[src/rtl/cylon_scan_controller_if.sv]
// Host command channel for the cylon scan controller.
// Carries mode/direction commands under a valid/ready handshake.
//   cmd_valid : host command present
//   cmd_mode  : 0 = bounce, 1 = wrap
//   cmd_dir   : 0 = LEFT (increasing index), 1 = RIGHT
//   cmd_ready : controller can accept a command
interface cylon_scan_controller_if;
    logic cmd_valid;
    logic cmd_mode;
    logic cmd_dir;
    logic cmd_ready;

    modport master (
        output cmd_valid,
        output cmd_mode,
        output cmd_dir,
        input  cmd_ready
    );

    modport slave (
        input  cmd_valid,
        input  cmd_mode,
        input  cmd_dir,
        output cmd_ready
    );
endinterface

[src/rtl/cylon_scan_controller.sv]
// Scan sequencer for the 8-LED PWM cylon bank.
// Owns scan position, direction and step timing; emits 4-bit levels.
//   oneMHzClock : system clock, rising edge
//   reset       : synchronous, active-high
//   enable      : 1 = prescaler runs, 0 = everything frozen
//   cmd         : host command channel (slave side)
//   position    : current scan index 0..7
//   direction   : 0 = LEFT (increasing index), 1 = RIGHT
//   levels      : LED i level at [4i+3:4i]
//   levels_load : one-cycle pulse after each step
module cylon_scan_controller #(
    parameter int STEP_DIV = 50000,
    parameter int CNT_BITS = 16,
    parameter int PEAK     = 15,
    parameter int TAIL1    = 3,
    parameter int TAIL2    = 1
) (
    input  logic                          oneMHzClock,
    input  logic                          reset,
    input  logic                          enable,
    cylon_scan_controller_if.slave        cmd,
    output logic [2:0]                    position,
    output logic                          direction,
    output logic [31:0]                   levels,
    output logic                          levels_load
);

    localparam logic [CNT_BITS-1:0] LAST = CNT_BITS'(STEP_DIV - 1);
    localparam logic [3:0] LV_PEAK  = 4'(PEAK);
    localparam logic [3:0] LV_TAIL1 = 4'(TAIL1);
    localparam logic [3:0] LV_TAIL2 = 4'(TAIL2);

    logic [CNT_BITS-1:0] count;
    logic                mode;
    logic                pend_valid;
    logic                pend_mode;
    logic                pend_dir;

    logic                step;
    logic                apply;
    logic                accept;
    logic                eff_mode;
    logic                eff_dir;
    logic [2:0]          nxt_pos;
    logic                nxt_dir;
    logic [31:0]         nxt_levels;
    logic [31:0]         rst_levels;

    // Ring distance folds at 4 in wrap mode: 8-d == -d in 3 bits.
    function automatic logic [3:0] level_of(
        input logic [2:0] idx,
        input logic [2:0] pos,
        input logic       wrap
    );
        logic [2:0] d;
        logic [3:0] lv;
        d = (idx >= pos) ? idx - pos : pos - idx;
        if (wrap && d > 3'd4)
            d = 3'd0 - d;
        unique case (d)
            3'd0:    lv = LV_PEAK;
            3'd1:    lv = LV_TAIL1;
            3'd2:    lv = LV_TAIL2;
            default: lv = 4'd0;
        endcase
        return lv;
    endfunction

    assign cmd.cmd_ready = ~pend_valid;

    assign step   = enable && (count == LAST);
    // pend_valid is registered, so a command accepted on this very
    // edge is not yet visible here and waits for the next step.
    assign apply  = step && pend_valid;
    assign accept = cmd.cmd_valid && ~pend_valid;

    assign eff_mode = apply ? pend_mode : mode;
    assign eff_dir  = apply ? pend_dir  : direction;

    always_comb begin
        nxt_pos = position;
        nxt_dir = eff_dir;
        if (eff_mode) begin
            nxt_pos = eff_dir ? position - 3'd1 : position + 3'd1;
        end else if (!eff_dir) begin
            if (position == 3'd7) begin
                // Only reachable after a command: reverse, then move.
                nxt_dir = 1'b1;
                nxt_pos = 3'd6;
            end else begin
                nxt_pos = position + 3'd1;
                if (nxt_pos == 3'd7)
                    nxt_dir = 1'b1;
            end
        end else begin
            if (position == 3'd0) begin
                nxt_dir = 1'b0;
                nxt_pos = 3'd1;
            end else begin
                nxt_pos = position - 3'd1;
                if (nxt_pos == 3'd0)
                    nxt_dir = 1'b0;
            end
        end
    end

    always_comb begin
        nxt_levels = '0;
        rst_levels = '0;
        for (int i = 0; i < 8; i++) begin
            nxt_levels[4*i +: 4] = level_of(3'(i), nxt_pos, eff_mode);
            rst_levels[4*i +: 4] = level_of(3'(i), 3'd0, 1'b0);
        end
    end

    always_ff @(posedge oneMHzClock) begin
        if (reset) begin
            count       <= '0;
            position    <= 3'd0;
            direction   <= 1'b0;
            mode        <= 1'b0;
            levels      <= rst_levels;
            levels_load <= 1'b0;
            pend_valid  <= 1'b0;
            pend_mode   <= 1'b0;
            pend_dir    <= 1'b0;
        end else begin
            if (enable)
                count <= step ? '0 : count + CNT_BITS'(1);
            levels_load <= step;
            if (step) begin
                position  <= nxt_pos;
                direction <= nxt_dir;
                mode      <= eff_mode;
                levels    <= nxt_levels;
            end
            if (apply) begin
                pend_valid <= 1'b0;
            end else if (accept) begin
                pend_valid <= 1'b1;
                pend_mode  <= cmd.cmd_mode;
                pend_dir   <= cmd.cmd_dir;
            end
        end
    end

endmodule

[src/flat_wrapper.sv]
// flat-port wrapper written by rule: the top's interface ports become plain ports
module cylon_scan_controller_flat 
#(
    parameter int STEP_DIV = 50000,
    parameter int CNT_BITS = 16,
    parameter int PEAK     = 15,
    parameter int TAIL1    = 3,
    parameter int TAIL2    = 1
)
  (oneMHzClock, reset, enable, position, direction, levels, levels_load, cmd_cmd_valid, cmd_cmd_mode, cmd_cmd_dir, cmd_cmd_ready);
  cylon_scan_controller_if cmd_i ();
  input  logic oneMHzClock;
  input  logic reset;
  input  logic enable;
  output logic [2:0] position;
  output logic direction;
  output logic [31:0] levels;
  output logic levels_load;
  input wire logic [$bits(cmd_i.cmd_valid)-1:0] cmd_cmd_valid;
  input wire logic [$bits(cmd_i.cmd_mode)-1:0] cmd_cmd_mode;
  input wire logic [$bits(cmd_i.cmd_dir)-1:0] cmd_cmd_dir;
  output wire logic [$bits(cmd_i.cmd_ready)-1:0] cmd_cmd_ready;
  assign cmd_i.cmd_valid = cmd_cmd_valid;
  assign cmd_i.cmd_mode = cmd_cmd_mode;
  assign cmd_i.cmd_dir = cmd_cmd_dir;
  assign cmd_cmd_ready = cmd_i.cmd_ready;
  cylon_scan_controller #(.STEP_DIV(STEP_DIV), .CNT_BITS(CNT_BITS), .PEAK(PEAK), .TAIL1(TAIL1), .TAIL2(TAIL2)) u_core (.oneMHzClock(oneMHzClock), .reset(reset), .enable(enable), .cmd(cmd_i), .position(position), .direction(direction), .levels(levels), .levels_load(levels_load));
endmodule
[config.mk]
export PLATFORM = sky130hd
export DESIGN_NAME = cylon_scan_controller_flat
export DESIGN_NICKNAME = d
export VERILOG_FILES = /design/src/rtl/cylon_scan_controller_if.sv /design/src/rtl/cylon_scan_controller.sv /design/src/flat_wrapper.sv
export SDC_FILE = /design/constraint.sdc
export NUM_CORES = 1
export LEC_CHECK = 0
export CORE_MARGIN = 2
export CORE_UTILIZATION = 50
export CTS_CLUSTER_DIAMETER = 150
export DETAILED_ROUTE_END_ITERATION = 8
export PLACE_DENSITY = 0.83
export SETUP_SLACK_MARGIN = 0.1
export SKIP_CTS_REPAIR_TIMING = 1
export SLEW_MARGIN = 40
export SYNTH_ARGS = -nofsm -noshare
export SYNTH_HDL_FRONTEND = slang
export SYNTH_SLANG_ARGS = --single-unit
[constraint.sdc]
create_clock -name oneMHzClock -period 5.63 [get_ports oneMHzClock]
set_input_delay 1.126 -clock oneMHzClock [delete_from_list [all_inputs] [get_ports oneMHzClock]]
set_output_delay 1.126 -clock oneMHzClock [all_outputs]
set_load 0.02 [all_outputs]
==> results of run 1 <==
[cell type report]
type | count | area [um2] | share of cell area, %
well taps | 77 | 96.3 | 2.51
multi-input cells | 295 | 2010 | 52.3
clock inverters | 1 | 30.0 | 0.782
clock buffers | 7 | 86.3 | 2.25
flip-flops and latches | 49 | 981 | 25.6
repair buffers | 60 | 558 | 14.5
inverters | 20 | 80.1 | 2.09
[routing by layer]
metal | up-vias | track usage (%)
met1 | 1420 | 26.9
met4 | 0 | 11.4
met2 | 118 | 33.8
met3 | 16 | 4.35
met5 | - | 0
li1 | 1459 | -
[worst paths after layout]
path	end	slack [ns]	depth (start not counted)
max	u_core.levels[8]$_SDFFE_PP1N_	0.39	17
min	u_core.levels[29]$_SDFFE_PP0N_	0.44	2
max reg2reg	u_core.levels[8]$_SDFFE_PP1N_	1.25	16
min reg2reg	u_core.levels[29]$_SDFFE_PP0N_	0.44	2
[tightest hold or removal path, delay by kind of cell (launching register included)]
kind / cells / cell delay [ns]
flops: 1 / 0.32
simple gates: 2 / 0.09
[Yosys cell counts (all sizes together) (3+ instances only)]
library cell / instances
nor3: 9
buf: 13
xor2: 12
dfxtp: 49
a221o: 3
nand2b: 5
nor2b: 7
and3: 5
xnor2: 6
clkbuf: 15
o211ai: 6
nand3: 15
nand2: 38
and2: 7
o21ai: 21
nor2: 37
a31oi: 5
or2: 5
a21oi: 21
nor4: 3
mux2i: 10
inv: 18
a211oi: 7
o31ai: 5
ha: 26
nand4: 6
[metrics by stage]
stage | area, um2 | util (%)
final | 3840 | 61.2
after global routing | 3840 | 61.2
after CTS | 3840 | 61.2
after detailed placement | 3720 | 59.3
after global placement | 3720 | 59.3
after floorplan | 3210 | -
[power by group through the flow]
stage,Combinational (mW),Sequential [mW],Clock [mW]
detailed placement,0.0211,0.362,0
floorplan,0.0151,0.360,0
CTS,0.0212,0.353,0.264
global placement,0.0205,0.361,0
finish,0.0211,0.354,0.259
global route,0.0234,0.354,0.278
[logic make-up (layout without fill, tap and decap cells)]
| logic type | Yosys count | after routing | synth area share (%) |
|---|---|---|---|
| XOR/XNOR | 18 | 18 | 4.91 |
| flip-flops | 49 | 49 | 30.6 |
| AO/OA/AOI/OAI | 94 | 94 | 20.8 |
| buffers and inverters | 48 | 88 | 6.86 |
| multiplexers | 12 | 12 | 3.82 |
| adder cells (fa/ha/maj) | 26 | 26 | 10.1 |
| AND/OR/NAND/NOR | 145 | 145 | 22.9 |
[sequential cells by signal, indices dropped and copies added (netlist names)]
register,flops
u_core.levels_load,1
u_core.pend_dir,1
u_core.mode,1
u_core.count,16
u_core.direction,1
u_core.levels,24
u_core.pend_valid,1
u_core.pend_mode,1
u_core.position,3
==> flow_summary.ini, run 1 <==
[outcome]
status = completed

[floorplanning]
coreArea_um2 = 6280
die_w_um = 84.1
die_y_um = 84.1
std_cell_rows = 29
initial_core_util_pct = 51.1
die_area_um2 = 7070
ios = 44

[synthesis]
ys_ff_latch = 49
syn_inst = 392
synth-edff-count = 0
avgSynthCellArea_um2 = 8.18
ys_seq_area_share_pct = 30.6
yosysTopAreaCellShare_pct = 30.6
syn_nets = 424
yosysTopAreaCell = dfxtp_1
yosys_warnings = 0
synthTopCellsByArea = dfxtp_1 (31%), ha_1 (10%), nand2_1 (4.4%)
netlist-cell-type-count = 61
netlist_area_um2 = 3210
async_flop_share_pct = 0
yosys_most_used_dff = dfxtp_1

[detailed_routing]
viasPerCell = 5.92
wl_met2_mm = 3.45
routed_wl_mm = 7.44
top_layer_used = met4
wl_met1_mm = 3.37
drt_pass1_iterations = 7
wl_met3_um = 432
vias = 3013
drt_iter0_markers = 294
remaining_drc_errors = 0
ant_nets = 0
routedWlPerCell_um = 14.6

[timing]
min_period_over_period_pct = 93.0
rsz0062_at_grt = false
fmax_mhz = 191
holdWs_ns = 0.438
hold_violations = 0
relSlewSlack_pct = 63.4
layout_setup_ws_ns = 0.395
worst_pin_slew_ns = 0.547
period_minus_slack_ns = 5.24
clock_skew_ns = 0.00520
setup_violations = 0
finalMaxSlewViolations = 0
setup_tns_ns = 0

[clock_tree]
htreeDepth = 2
cts_buffer_depth = 2
cts_tree = built
cts_root_buf = clkbuf_8
cts-buffers-inserted = 5
clkSinkCount = 49
path_clk_slew_ns = 0.09
clock_latency_ns = 0.30

[pwr]
comb_power_share_pct = 3.3
p_total_mw = 0.634
pwr-share-seq_pct = 55.8
p_per_area_nw_per_um2 = 165
intPower_mw = 0.503
p_leak_nw = 1.48
ir_drop_mv = 0.152
swShare_pct = 20.6
clkPwrFrac_pct = 40.9
switchingPower_mw = 0.131

[placement]
dp_slack_ns = 0.170
gp_congestion = 0.972
hpwl_mm = 5.47
io_buffers = 43
dpl.cell_count = 501

[cells_and_area]
fin_nets = 463
drive_above_1_share_pct = 9.26
stdcell_count = 509
mostFrequentLayoutCell = dfxtp_1
syn2layout_area_growth_pct = 19.7
final_cell_mix = dfxtp_1 (49), clkdlybuf4s50_1 (43), nand2_1 (38)
n_fill_cell = 544
n_antenna_cell = 0

[min_path]
worstHoldStart = u_core.levels[29]$_SDFFE_PP0N_
hp-class = reg -> reg

[grt]
grt_pass1_vias = 2886
grt_pass1_wl_mm = 12.6
grt_start_max_net_pins = 29
grtUsageTotal_pct = 21.2
overflow = 0
antenna_found_initial = 0

[setup_path]
critPathMaxStageDelay_ns = 0.66
path_delay_family = compound AO/OA/AOI/OAI gates
r2r_start = u_core.count[4]$_SDFFE_PP0P_
crit_slowest_cell = or4_4
cp_max_fo = 12
critPathLaunchType = primary input
path_cells = clkdlybuf4s50_1 > nand4_1 > or4_4 > a2111oi_4 > o21ai_1 > a22o_1 > clkinv_4 > ha_1 > a31o_2 > mux2i_1 > o22ai_1 > ha_1 > nand2_1 > nor3_1 > o211ai_1 > nand4_1 > a311o_1
crit_type = in -> reg
startpoint = enable
cp_data_required_time_ns = 5.83
critPathArrivalTime_ns = 5.43
path_buf_inv = 2
critPathCaptureType = flip-flop

[flow_run]
drv_cap = 0
Note: power is estimated with default switching activity, not from simulation.
==> inputs of run 2 (changes only) <==
--- a/config.mk
+++ b/config.mk
@@ -5,6 +5,7 @@
 export SDC_FILE = /design/constraint.sdc
 export NUM_CORES = 1
 export LEC_CHECK = 0
+export CORE_ASPECT_RATIO = 1.2
 export CORE_MARGIN = 2
 export CORE_UTILIZATION = 50
 export CTS_CLUSTER_DIAMETER = 150
==> flow_summary.ini, run 2 (synthesis gave the netlist of run 1 again) <==
[pwr]
p_total_mw = 0.643
p_leak_nw = 1.49
p_per_area_nw_per_um2 = 167
ir_drop_mv = 0.142

[setup_path]
crit_slowest_cell = or4_4
cp_data_required_time_ns = 5.88
path_cells = clkdlybuf4s50_1 > nand4_1 > or4_4 > a2111oi_4 > o21ai_1 > a22o_1 > buf_4 > ha_1 > inv_1 > ha_1 > mux2i_1 > ha_1 > nand2_1 > mux2_2 > nor2_1 > nand2_1 > a21oi_1
ff2ff_setup_slack_ns = 1.20
critPathArrivalTime_ns = 5.33
critPathLaunchType = primary input
r2r_start = u_core.count[11]$_SDFFE_PP0P_
critPathMaxStageDelay_ns = 0.65
crit_type = in -> reg
cp_max_fo = 13
reg2reg_to = u_core.levels[7]$_SDFFE_PP0N_
reg2reg_depth = 16
critPathCaptureType = flip-flop
crit_top_cell = ha_1

[detailed_routing]
ant_nets = 0
routed_wl_mm = 7.53
remaining_drc_errors = 0
drt_pass1_iterations = 5
drt_iter0_markers = 178
viasPerCell = 5.67
vias = 2918
routedWlPerCell_um = 14.6

[cells_and_area]
n_antenna_cell = 0
largest_reg_flops = 24
multi_input_area_um2 = 2010
final_cell_area_um2 = 3850
n_fill_cell = 562
drive_above_1_share_pct = 9.70
mostFrequentLayoutCell = dfxtp_1
syn2layout_area_growth_pct = 20.1
register_area_um2 = 981
final_cell_mix = dfxtp_1 (49), clkdlybuf4s50_1 (43), nand2_1 (38)
largest-register = u_core.levels
fin_nets = 464
largestRegisters = u_core.levels (24), u_core.count (16), u_core.position (3)

[timing]
min_period_over_period_pct = 90.2
relSlewSlack_pct = 66.5
clock_skew_ns = 0.00724
fmax_mhz = 197
setup_tns_ns = 0
worst_pin_slew_ns = 0.497
rsz0062_at_grt = false
setup_violations = 0
finalMaxSlewViolations = 0
hold_violations = 0
period_minus_slack_ns = 5.08

[grt]
grt_start_max_net_pins = 29
antenna_found_initial = 0
grtUsageTotal_pct = 21.5
grt_pass1_wl_mm = 12.5
overflow = 0
grt_pass1_vias = 2745

[floorplanning]
initial_core_util_pct = 52.3
die_y_um = 91.7
ios = 44
coreArea_um2 = 6130
std_cell_rows = 31
die_w_um = 77.1
die_area_um2 = 7080

[clock_tree]
clkSinkCount = 49
cts-buffers-inserted = 5
cts_root_buf = clkbuf_8
htreeDepth = 2
path_clk_slew_ns = 0.10
cts_tree = built
cts_buffer_depth = 2
clock_latency_ns = 0.31

[placement]
hpwl_mm = 5.74
dpl-instance-area_um2 = 3740
gp_congestion = 0.890
io_buffers = 43

[min_path]
min_delay_worst_endpoint = u_core.levels[25]$_SDFFE_PP0N_
hold_depth = 2
hp-class = reg -> reg
worstHoldStart = u_core.levels[25]$_SDFFE_PP0N_

[outcome]
status = completed

[flow_run]
drv_cap = 0
run 2: changes by cell type in the layout (fill, tap and decap cells not counted), sizes merged:
cell / delta
inv: +2
clkbuf: -2
buf: +1
run 2: worst max-delay path by stage:
stage,end,startpoint,cells past startpoint,slack [ns]
after floorplan,u_core.levels[8]$_SDFFE_PP1N_,enable,17,0.67
after global placement,u_core.levels[7]$_SDFFE_PP0N_,enable,17,0.27
after detailed placement,u_core.levels[7]$_SDFFE_PP0N_,enable,17,0.24
after CTS,u_core.levels[7]$_SDFFE_PP0N_,enable,17,0.56
after global routing,u_core.levels[7]$_SDFFE_PP0N_,enable,17,0.16
final,u_core.levels[7]$_SDFFE_PP0N_,enable,17,0.55
run 2: critical path, delay by kind of cell:
kind,cells,cell delay (ns)
AND/OR/NAND/NOR,5,1.24
AO/OA/AOI/OAI,4,0.92
adder cells (fa/ha/maj),3,0.72
buffers and inverters,3,0.84
multiplexers,2,0.47
run 2: stage by stage:
step                cells  setup WS [ns]  utilization, %  hold slack [ns]
finish                515          0.553            62.9            0.450
global route          515          0.161            62.9            0.471
CTS                   515          0.563            62.9            0.454
detailed placement    507          0.238            61.0            0.441
global placement      507          0.272            61.0            0.428
floorplan             392          0.668               -            0.463
run 2: where the power goes:
group,internal (mW),switching (mW)
Combinational,0.00995,0.0121
Sequential,0.349,0.00472
Clock,0.136,0.131
Total,0.495,0.148
run 2: final cells by class:
class / count / area share (%)
clock buffer: 5 / 1.79
clock inverter: 3 / 1.23
inverter: 20 / 2.08
multi-input combinational: 295 / 52.1
sequential: 49 / 25.5
tap: 82 / 2.66
timing repair buffer: 61 / 14.7
run 2: metal layers:
layer / wire length (um) / part of all wire, % / vias to the layer above / global-route usage (%)
met3: 361 / 4.8 / 17 / 3.44
met4: 172 / 2.3 / 0 / 8.18
li1: - / - / 1467 / -
met5: 0 / 0 / - / 0
met1: 3190 / 42 / 1363 / 25.5
met2: 3810 / 51 / 71 / 38.5
==> inputs of run 3 (changes only) <==
--- a/config.mk
+++ b/config.mk
@@ -7,10 +7,10 @@
 export LEC_CHECK = 0
 export CORE_ASPECT_RATIO = 1.2
 export CORE_MARGIN = 2
-export CORE_UTILIZATION = 50
+export CORE_UTILIZATION = 25
 export CTS_CLUSTER_DIAMETER = 150
 export DETAILED_ROUTE_END_ITERATION = 8
-export PLACE_DENSITY = 0.83
+export PLACE_DENSITY = 0.52
 export SETUP_SLACK_MARGIN = 0.1
 export SKIP_CTS_REPAIR_TIMING = 1
 export SLEW_MARGIN = 40
==> flow_summary.ini, run 3 (synthesis gave the netlist of run 1 again) <==
[grt]
grt_pass1_wl_mm = 13.9
grt_pass1_vias = 2825
grtUsageTotal_pct = 12.5
overflow = 0
grt_start_max_net_pins = 22
antenna_found_initial = 0

[floorplanning]
die_area_um2 = 13800
std_cell_rows = 45
coreArea_um2 = 12600
ios = 44
die_y_um = 128
die_w_um = 107
initial_core_util_pct = 25.4

[clock_tree]
path_clk_slew_ns = 0.07
cts_tree = built
cts_root_buf = clkbuf_16
cts-buffers-inserted = 5
clkSinkCount = 49
htreeDepth = 2
cts_buffer_depth = 2
clock_latency_ns = 0.28

[timing]
finalMaxSlewViolations = 0
hold_violations = 0
clock_skew_ns = 0.00518
rsz0062_at_grt = false
min_period_over_period_pct = 91.3
period_minus_slack_ns = 5.14
worst_pin_slew_ns = 0.806
relSlewSlack_pct = 46.1
setup_tns_ns = 0
setup_violations = 0
fmax_mhz = 195

[setup_path]
reg2reg_depth = 16
cp-endpoint = u_core.levels[8]$_SDFFE_PP1N_
startpoint = enable
ff2ff_setup_slack_ns = 1.13
cp_max_fo = 8
critPathCaptureType = flip-flop
critPathLaunchType = primary input
crit_type = in -> reg
r2r_start = u_core.count[4]$_SDFFE_PP0P_
cp_data_required_time_ns = 5.81
reg2reg_to = u_core.levels[8]$_SDFFE_PP1N_
critPathArrivalTime_ns = 5.32

[cells_and_area]
n_fill_cell = 1332
mostFrequentLayoutCell = dfxtp_1
syn2layout_area_growth_pct = 24.7
multi_input_area_um2 = 2010
largest_reg_flops = 24
largest-register = u_core.levels
largestRegisters = u_core.levels (24), u_core.count (16), u_core.position (3)
n_antenna_cell = 0
register_area_um2 = 981
drive_above_1_share_pct = 9.28
fin_nets = 462
final_cell_mix = dfxtp_1 (49), clkdlybuf4s50_1 (43), nand2_1 (38)

[pwr]
p_per_area_nw_per_um2 = 181
p_leak_nw = 1.50
ir_drop_mv = 0.113
p_total_mw = 0.726

[outcome]
status = completed

[placement]
io_buffers = 43
hpwl_mm = 6.33
gp_congestion = 0.900

[flow_run]
drv_cap = 0

[detailed_routing]
drt_iter0_markers = 149
routedWlPerCell_um = 14.1
vias = 2889
ant_nets = 0
viasPerCell = 4.86
drt_pass1_iterations = 5
routed_wl_mm = 8.38
remaining_drc_errors = 0

[min_path]
hp-class = reg -> reg
[run 3: cell types whose count changed in the layout (fill, tap and decap cells not counted), sizes merged]
cell	delta
buf	-2
clkbuf	+1
clkinvlp	+1
inv	-2
[run 3: where the power goes]
group          switching, mW  total, mW  internal (mW)
clock                  0.128      0.349          0.222
sequential           0.00493      0.354          0.349
combinational         0.0122     0.0222        0.00996
total                  0.145      0.726          0.581
[run 3: area by class of cell]
type                    count  area share, %
multi-input cells         295           50.2
flip-flops and latches     49           24.5
repair buffers             59           13.8
well taps                 164           5.13
clock buffers               6           3.47
inverters                  20           2.00
clock inverters             2          0.938
[run 3: critical path, cell delays in order]
cell and delay, ns:
clkdlybuf4s50_1 0.48, nand4_1 0.20, nor4_4 0.50, a21boi_0 0.23, o31ai_1 0.40, and2_1 0.39, clkinv_1 0.15, ha_1 0.28
inv_1 0.16, mux2i_1 0.12, o22ai_1 0.14, ha_1 0.18, and2_1 0.15, nor3_1 0.05, o211ai_1 0.24, nand4_1 0.15
a311o_1 0.36
[run 3: through the flow]
stage	cells	worst slack (ns)	area [um2]	utilization (%)	hold WS (ns)
floorplan	392	0.668	3210	-	0.463
global placement	587	0.292	3820	30.3	0.426
detailed placement	587	0.241	3820	30.3	0.432
CTS	595	0.522	4000	31.7	0.442
global route	595	0.140	4000	31.7	0.469
finish	595	0.491	4000	31.7	0.441
[run 3: worst min path at each step]
stage,cells past startpoint,slack (ns),startpoint,to
5_1_grt,2,0.47,u_core.levels[29]$_SDFFE_PP0N_,u_core.levels[29]$_SDFFE_PP0N_
6_report,2,0.44,u_core.levels[29]$_SDFFE_PP0N_,u_core.levels[29]$_SDFFE_PP0N_
4_1_cts,2,0.44,u_core.levels[29]$_SDFFE_PP0N_,u_core.levels[29]$_SDFFE_PP0N_
2_1_floorplan,2,0.46,u_core.count[1]$_SDFFE_PP0P_,u_core.count[1]$_SDFFE_PP0P_
3_3_place_gp,2,0.43,u_core.levels[29]$_SDFFE_PP0N_,u_core.levels[29]$_SDFFE_PP0N_
3_5_place_dp,2,0.43,u_core.levels[29]$_SDFFE_PP0N_,u_core.levels[29]$_SDFFE_PP0N_
[run 3: routing by layer]
layer / vias up / wire [um] / GRT usage [%] / part of all wire [%]
li1: 1458 / - / - / -
met1: 1346 / 3720 / 15.8 / 44
met2: 76 / 4240 / 22.0 / 51
met3: 9 / 332 / 1.93 / 4.0
met4: 0 / 95 / 3.24 / 1.1
met5: - / 0 / 0 / 0
